--- config.mk ---
export PLATFORM = sky130hd
export DESIGN_NAME = acumulador_nibbles
export DESIGN_NICKNAME = d
export VERILOG_FILES = /design/src/rtl/acumulador_pkg.sv /design/src/rtl/acumulador_nibbles.sv
export SDC_FILE = /design/constraint.sdc
export NUM_CORES = 1
export LEC_CHECK = 0
export ABC_AREA = 1
export CAP_MARGIN = 20
export CORE_UTILIZATION = 30
export DETAILED_ROUTE_END_ITERATION = 12
export GPL_ROUTABILITY_DRIVEN = 0
export PLACE_DENSITY_LB_ADDON = 0.25
export SLEW_MARGIN = 20
export SYNTH_ARGS = -nofsm -noshare
export SYNTH_HDL_FRONTEND = slang
export SYNTH_SLANG_ARGS = --single-unit
--- constraint.sdc ---
create_clock -name clk_i -period 2.45 [get_ports clk_i]
set_input_delay 0.3675 -clock clk_i [delete_from_list [all_inputs] [get_ports clk_i]]
set_output_delay 0.3675 -clock clk_i [all_outputs]
set_load 0.005 [all_outputs]
--- src/rtl/acumulador_pkg.sv ---
// Shared types and constants for the nibble accumulator entry stage.
package acumulador_pkg;
  typedef enum logic [1:0] {IDLE, ACCUM, PUSH} acum_state_t;
  localparam int NIB_W = 4;
endpackage

--- src/rtl/acumulador_nibbles.sv ---
// Builds an N-bit word from nibbles (first nibble most significant) and emits
// a one-cycle push carrying the word to the downstream holding register.
module acumulador_nibbles
  import acumulador_pkg::*;
#(
  parameter int N = 32
) (
  input  logic                              clk_i,
  input  logic                              rst_i,
  input  logic                              nib_valid_i,
  input  logic [NIB_W-1:0]                  nib_i,
  output logic                              nib_ready_o,
  input  logic                              commit_i,
  input  logic                              clear_i,
  output logic                              push_o,
  output logic [N-1:0]                      data_o,
  output logic [$clog2((N/NIB_W)+1)-1:0]    count_o,
  output logic                              full_o
);
  localparam int NIBBLES = N / NIB_W;
  localparam int CW      = $clog2(NIBBLES + 1);
  localparam logic [CW-1:0] NIB_MAX = CW'(NIBBLES);

  if ((N % NIB_W) != 0 || N < NIB_W) begin : g_bad_n
    $error("acumulador_nibbles: N must be a multiple of 4 and >= 4");
  end

  acum_state_t   state_q, state_d;
  logic [N-1:0]  acc_q, acc_d, acc_nx;
  logic [CW-1:0] count_q, count_d, cnt_nx;
  logic [N-1:0]  data_d;
  logic          push_d;
  logic          accept;

  always_comb begin
    state_d     = state_q;
    acc_d       = acc_q;
    count_d     = count_q;
    push_d      = 1'b0;
    data_d      = data_o;
    nib_ready_o = (state_q != PUSH) && (count_q < NIB_MAX);
    accept      = nib_valid_i && nib_ready_o;
    // shift form stays legal for N == 4 where a part-select would go negative
    acc_nx      = accept ? ((acc_q << NIB_W) | N'(nib_i)) : acc_q;
    cnt_nx      = count_q + CW'(accept);

    if (state_q == PUSH) begin
      state_d = IDLE;
      acc_d   = '0;
      count_d = '0;
    end else if (clear_i) begin
      state_d = IDLE;
      acc_d   = '0;
      count_d = '0;
    end else if (commit_i && (cnt_nx != '0)) begin
      // a nibble accepted alongside the commit is part of the pushed word
      state_d = PUSH;
      acc_d   = acc_nx;
      count_d = cnt_nx;
      push_d  = 1'b1;
      data_d  = acc_nx;
    end else if (accept) begin
      state_d = ACCUM;
      acc_d   = acc_nx;
      count_d = cnt_nx;
    end
  end

  always_ff @(posedge clk_i) begin
    if (rst_i) begin
      state_q <= IDLE;
      acc_q   <= '0;
      count_q <= '0;
      push_o  <= 1'b0;
      data_o  <= '0;
    end else begin
      state_q <= state_d;
      acc_q   <= acc_d;
      count_q <= count_d;
      push_o  <= push_d;
      data_o  <= data_d;
    end
  end

  assign count_o = count_q;
  assign full_o  = (count_q == NIB_MAX);
endmodule

==> impl_metrics.prom <==
# TYPE chip_impl_metric gauge
chip_impl_metric{name="postSynthRegisterBits",unit=""} 71
chip_impl_metric{name="floorplan.core_area",unit="mm^2"} 0.0105
chip_impl_metric{name="boundaryPins",unit=""} 48
chip_impl_metric{name="track_usage",unit=""} 0.149
chip_impl_metric{name="max_cap_violations",unit=""} 0
chip_impl_metric{name="synthesis.yosys.warnings",unit=""} 0
chip_impl_info{name="largest_family_of_logic_cells_by_synthesized_area",value="simple AND/OR/NAND/NOR gates"} 1
chip_impl_metric{name="synth_compound_gate_area_share",unit=""} 0.0213
chip_impl_metric{name="dr_total_vias",unit=""} 3034
chip_impl_metric{name="peak_freq",unit="MHz"} 458
chip_impl_metric{name="critical_path_arrival",unit="ns"} 1.82
chip_impl_metric{name="syn2layout_area_growth",unit="%"} 24.0
chip_impl_info{name="rsz0062_at_grt",value="false"} 1
chip_impl_metric{name="initial_antenna_violation_count",unit=""} 0
chip_impl_metric{name="muxShareOfSynthArea",unit=""} 0
chip_impl_metric{name="via_count_of_the_first_global_routing_pass",unit=""} 2930
chip_impl_metric{name="portion_of_the_clock_cycle_consumed_by_the_worst_path_in_the_final_layout",unit=""} 0.891
chip_impl_metric{name="diode_count",unit=""} 0
chip_impl_info{name="synth.area.top_cells",value="sky130_fd_sc_hd__dfxtp_1 43%, sky130_fd_sc_hd__nand2_1 14%, sky130_fd_sc_hd__inv_1 11%"} 1
chip_impl_metric{name="detail_route.iter0.violations",unit=""} 225
chip_impl_info{name="critPathCaptureType",value="output port"} 1
chip_impl_info{name="tritoncts",value="yes"} 1
chip_impl_metric{name="relSlewSlack",unit=""} 0.683
chip_impl_metric{name="postSynthAreaPerCell",unit="um^2"} 6.74
chip_impl_metric{name="drc",unit=""} 0
chip_impl_metric{name="postRouteWirelength",unit="um"} 7850
chip_impl_metric{name="groute.layer.met1.usage",unit=""} 0.194
chip_impl_metric{name="drive_above_1_share",unit=""} 0.0897
chip_impl_metric{name="totalPowerFinal",unit="mW"} 2.67
chip_impl_metric{name="detail_route_antenna_nets",unit=""} 0
chip_impl_metric{name="gr-usage-met2",unit=""} 0.226
chip_impl_metric{name="yosysTopAreaCellShare",unit=""} 0.433
chip_impl_metric{name="std_cell_rows",unit=""} 37
chip_impl_metric{name="synth_simple_gate_area_share",unit=""} 0.376
chip_impl_metric{name="share_of_synthesized_cell_area_in_full_adder_half_adder_and_majority_cells",unit=""} 0.00762
chip_impl_metric{name="wl_per_cell",unit="um"} 11.7
chip_impl_metric{name="vdd.ir_drop.worst",unit="mV"} 0.278
chip_impl_info{name="worstHoldPathType",value="reg2reg"} 1
chip_impl_metric{name="clock_tree.htree_level_count",unit=""} 3
chip_impl_metric{name="cellPowerDensity",unit="mW/mm^2"} 655
chip_impl_metric{name="numPortBuffers",unit=""} 47
chip_impl_metric{name="synth_sequential_area_ratio",unit=""} 0.433
chip_impl_metric{name="setup_viol_count_final",unit=""} 0
chip_impl_metric{name="finish.net_count",unit=""} 541
chip_impl_metric{name="netlist-cell-type-count",unit=""} 26
chip_impl_metric{name="netlist_area",unit="mm^2"} 0.00328
chip_impl_metric{name="critPathMaxFanout",unit=""} 27
chip_impl_metric{name="total_clock_buffers_created_by_cts",unit=""} 9
chip_impl_metric{name="clock_tree.buffer_depth",unit=""} 2
chip_impl_metric{name="postSynthCellCount",unit=""} 487
chip_impl_metric{name="grt_max_degree",unit=""} 44
chip_impl_metric{name="leakage_dissipation",unit="nW"} 1.88
chip_impl_metric{name="hold_viol_final",unit=""} 0
chip_impl_metric{name="floorplan.die.height",unit="um"} 107
chip_impl_info{name="synth.largest_area_cell",value="sky130_fd_sc_hd__dfxtp_1"} 1
chip_impl_info{name="critical_path_class",value="reg2out"} 1
chip_impl_info{name="layout_commonest_cell",value="sky130_fd_sc_hd__nand2_1"} 1
chip_impl_metric{name="synth.net_count",unit=""} 498
chip_impl_metric{name="globalRouteMet3Util",unit=""} 0.0322
chip_impl_metric{name="cp.required",unit="ns"} 2.08
chip_impl_metric{name="post_cts_buffers",unit=""} 0
chip_impl_metric{name="tightestPinTransition",unit="ns"} 0.473
chip_impl_metric{name="grt.overflow.total",unit=""} 0
chip_impl_metric{name="synth_xor_area_frac",unit=""} 0
chip_impl_info{name="top_usage_layer",value="met2"} 1
chip_impl_metric{name="insertion_delay_to_the_later_sink_of_the_worst_skew_pair",unit="ns"} 0.35
chip_impl_info{name="mostFrequentLayoutCells",value="124 x sky130_fd_sc_hd__nand2_1, 95 x sky130_fd_sc_hd__inv_1, 74 x sky130_fd_sc_hd__nor2_1"} 1
chip_impl_info{name="clock-root-buffer",value="sky130_fd_sc_hd__clkbuf_8"} 1
chip_impl_metric{name="finalCriticalPeriod",unit="ns"} 2.18
chip_impl_metric{name="finalSetupTns",unit="ns"} 0
chip_impl_metric{name="drt_pre_antenna_iters",unit=""} 4
chip_impl_metric{name="cts_repair_resize_count",unit=""} 0
chip_impl_metric{name="floorplan.die_area",unit="mm^2"} 0.0114
chip_impl_metric{name="post_cts_hold_buffer_count",unit=""} 0
chip_impl_metric{name="dp_hpwl",unit="um"} 5120
chip_impl_metric{name="clk_transition_reported_paths",unit="ns"} 0.07
chip_impl_info{name="startpoint_type",value="flip-flop"} 1
chip_impl_metric{name="start_util",unit=""} 0.314
chip_impl_metric{name="die_width",unit="um"} 107
chip_impl_metric{name="drt-vias-per-instance",unit=""} 4.52
chip_impl_metric{name="final_max_slew_viol_count",unit=""} 0
chip_impl_info{name="outcome",value="completed"} 1
chip_impl_metric{name="worst_case_clock_skew",unit="ns"} 0.0110
chip_impl_metric{name="tritoncts_num_sinks",unit=""} 71
chip_impl_metric{name="worst-r2r-setup-slack",unit="ns"} 0.41
chip_impl_metric{name="first_pass_grt_wire_length",unit="um"} 13300
-- worst max-delay path, cell delays in order (launching register included) --
cell and delay, ns:
sky130_fd_sc_hd__dfxtp_1 0.39, sky130_fd_sc_hd__inv_2 0.06, sky130_fd_sc_hd__buf_4 0.23, sky130_fd_sc_hd__nor4_1 0.25
sky130_fd_sc_hd__clkdlybuf4s50_1 0.55
-- worst paths after layout --
path              startpoint         end  depth (start not counted)
setup / recovery  count_o[3]      full_o                          4
hold / removal    state_q[1]  state_q[1]                          2
setup reg to reg  count_o[3]  data_o[21]                         13
hold reg to reg   state_q[1]  state_q[1]                          2
-- power by group --
| group | internal [mW] | switching, mW |
|---|---|---|
| sequential | 1.23 | 0.0355 |
| clock | 0.389 | 0.456 |
| combinational | 0.251 | 0.308 |
-- layer usage --
| metal | share of wire | wire (um) |
|---|---|---|
| met1 | 0.49 | 3870 |
| met2 | 0.44 | 3440 |
| met3 | 0.043 | 338 |
| met4 | 0.025 | 198 |
| met5 | 0 | 0 |
-- stage by stage --
stage / worst slack (ns) / hold slack (ns) / area, um^2 / util / cells
after floorplan: 0.300 / 0.447 / 3280 / - / 487
after global placement: 0.0246 / 0.460 / 3900 / 0.372 / 655
after detailed placement: -0.0170 / 0.472 / 3900 / 0.372 / 655
after CTS: 0.235 / 0.482 / 4070 / 0.389 / 671
after global routing: 0.117 / 0.502 / 4070 / 0.389 / 671
final: 0.267 / 0.478 / 4070 / 0.389 / 671
-- cell usage after synthesis, drive strengths merged --
master  instances
a21oi           5
and2            4
buf            25
clkbuf          3
clkinv          1
dfxtp          71
ha              2
inv            98
nand2         136
nand3           6
nand4          49
nor2           76
nor4            1
o21ai           9
or2             1
-- area by class of cell --
cell class              instances  area, um^2
clock inverters                 6        36.3
well taps                     136         170
flip-flops and latches         71        1420
repair buffers                 60         606
inverters                      99         372
clock buffers                  10         138
multi-input cells             289        1330
fillers                      1120        6390
-- logic make-up after synthesis --
| logic type | count (synthesis) |
|---|---|
| and+or+nand+nor | 273 |
| buffers and inverters | 127 |
| DFF | 71 |
| AOI/OAI and AO/OA | 14 |
| adders and majority gates | 2 |
-- flip-flops by register name, summed over array words and instances, names as in the netlist --
signal / flops
push_o: 1
state_q: 2
acc_q: 32
count_o: 4
data_o: 32
No activity file was read; power rests on OpenSTA's default activity.
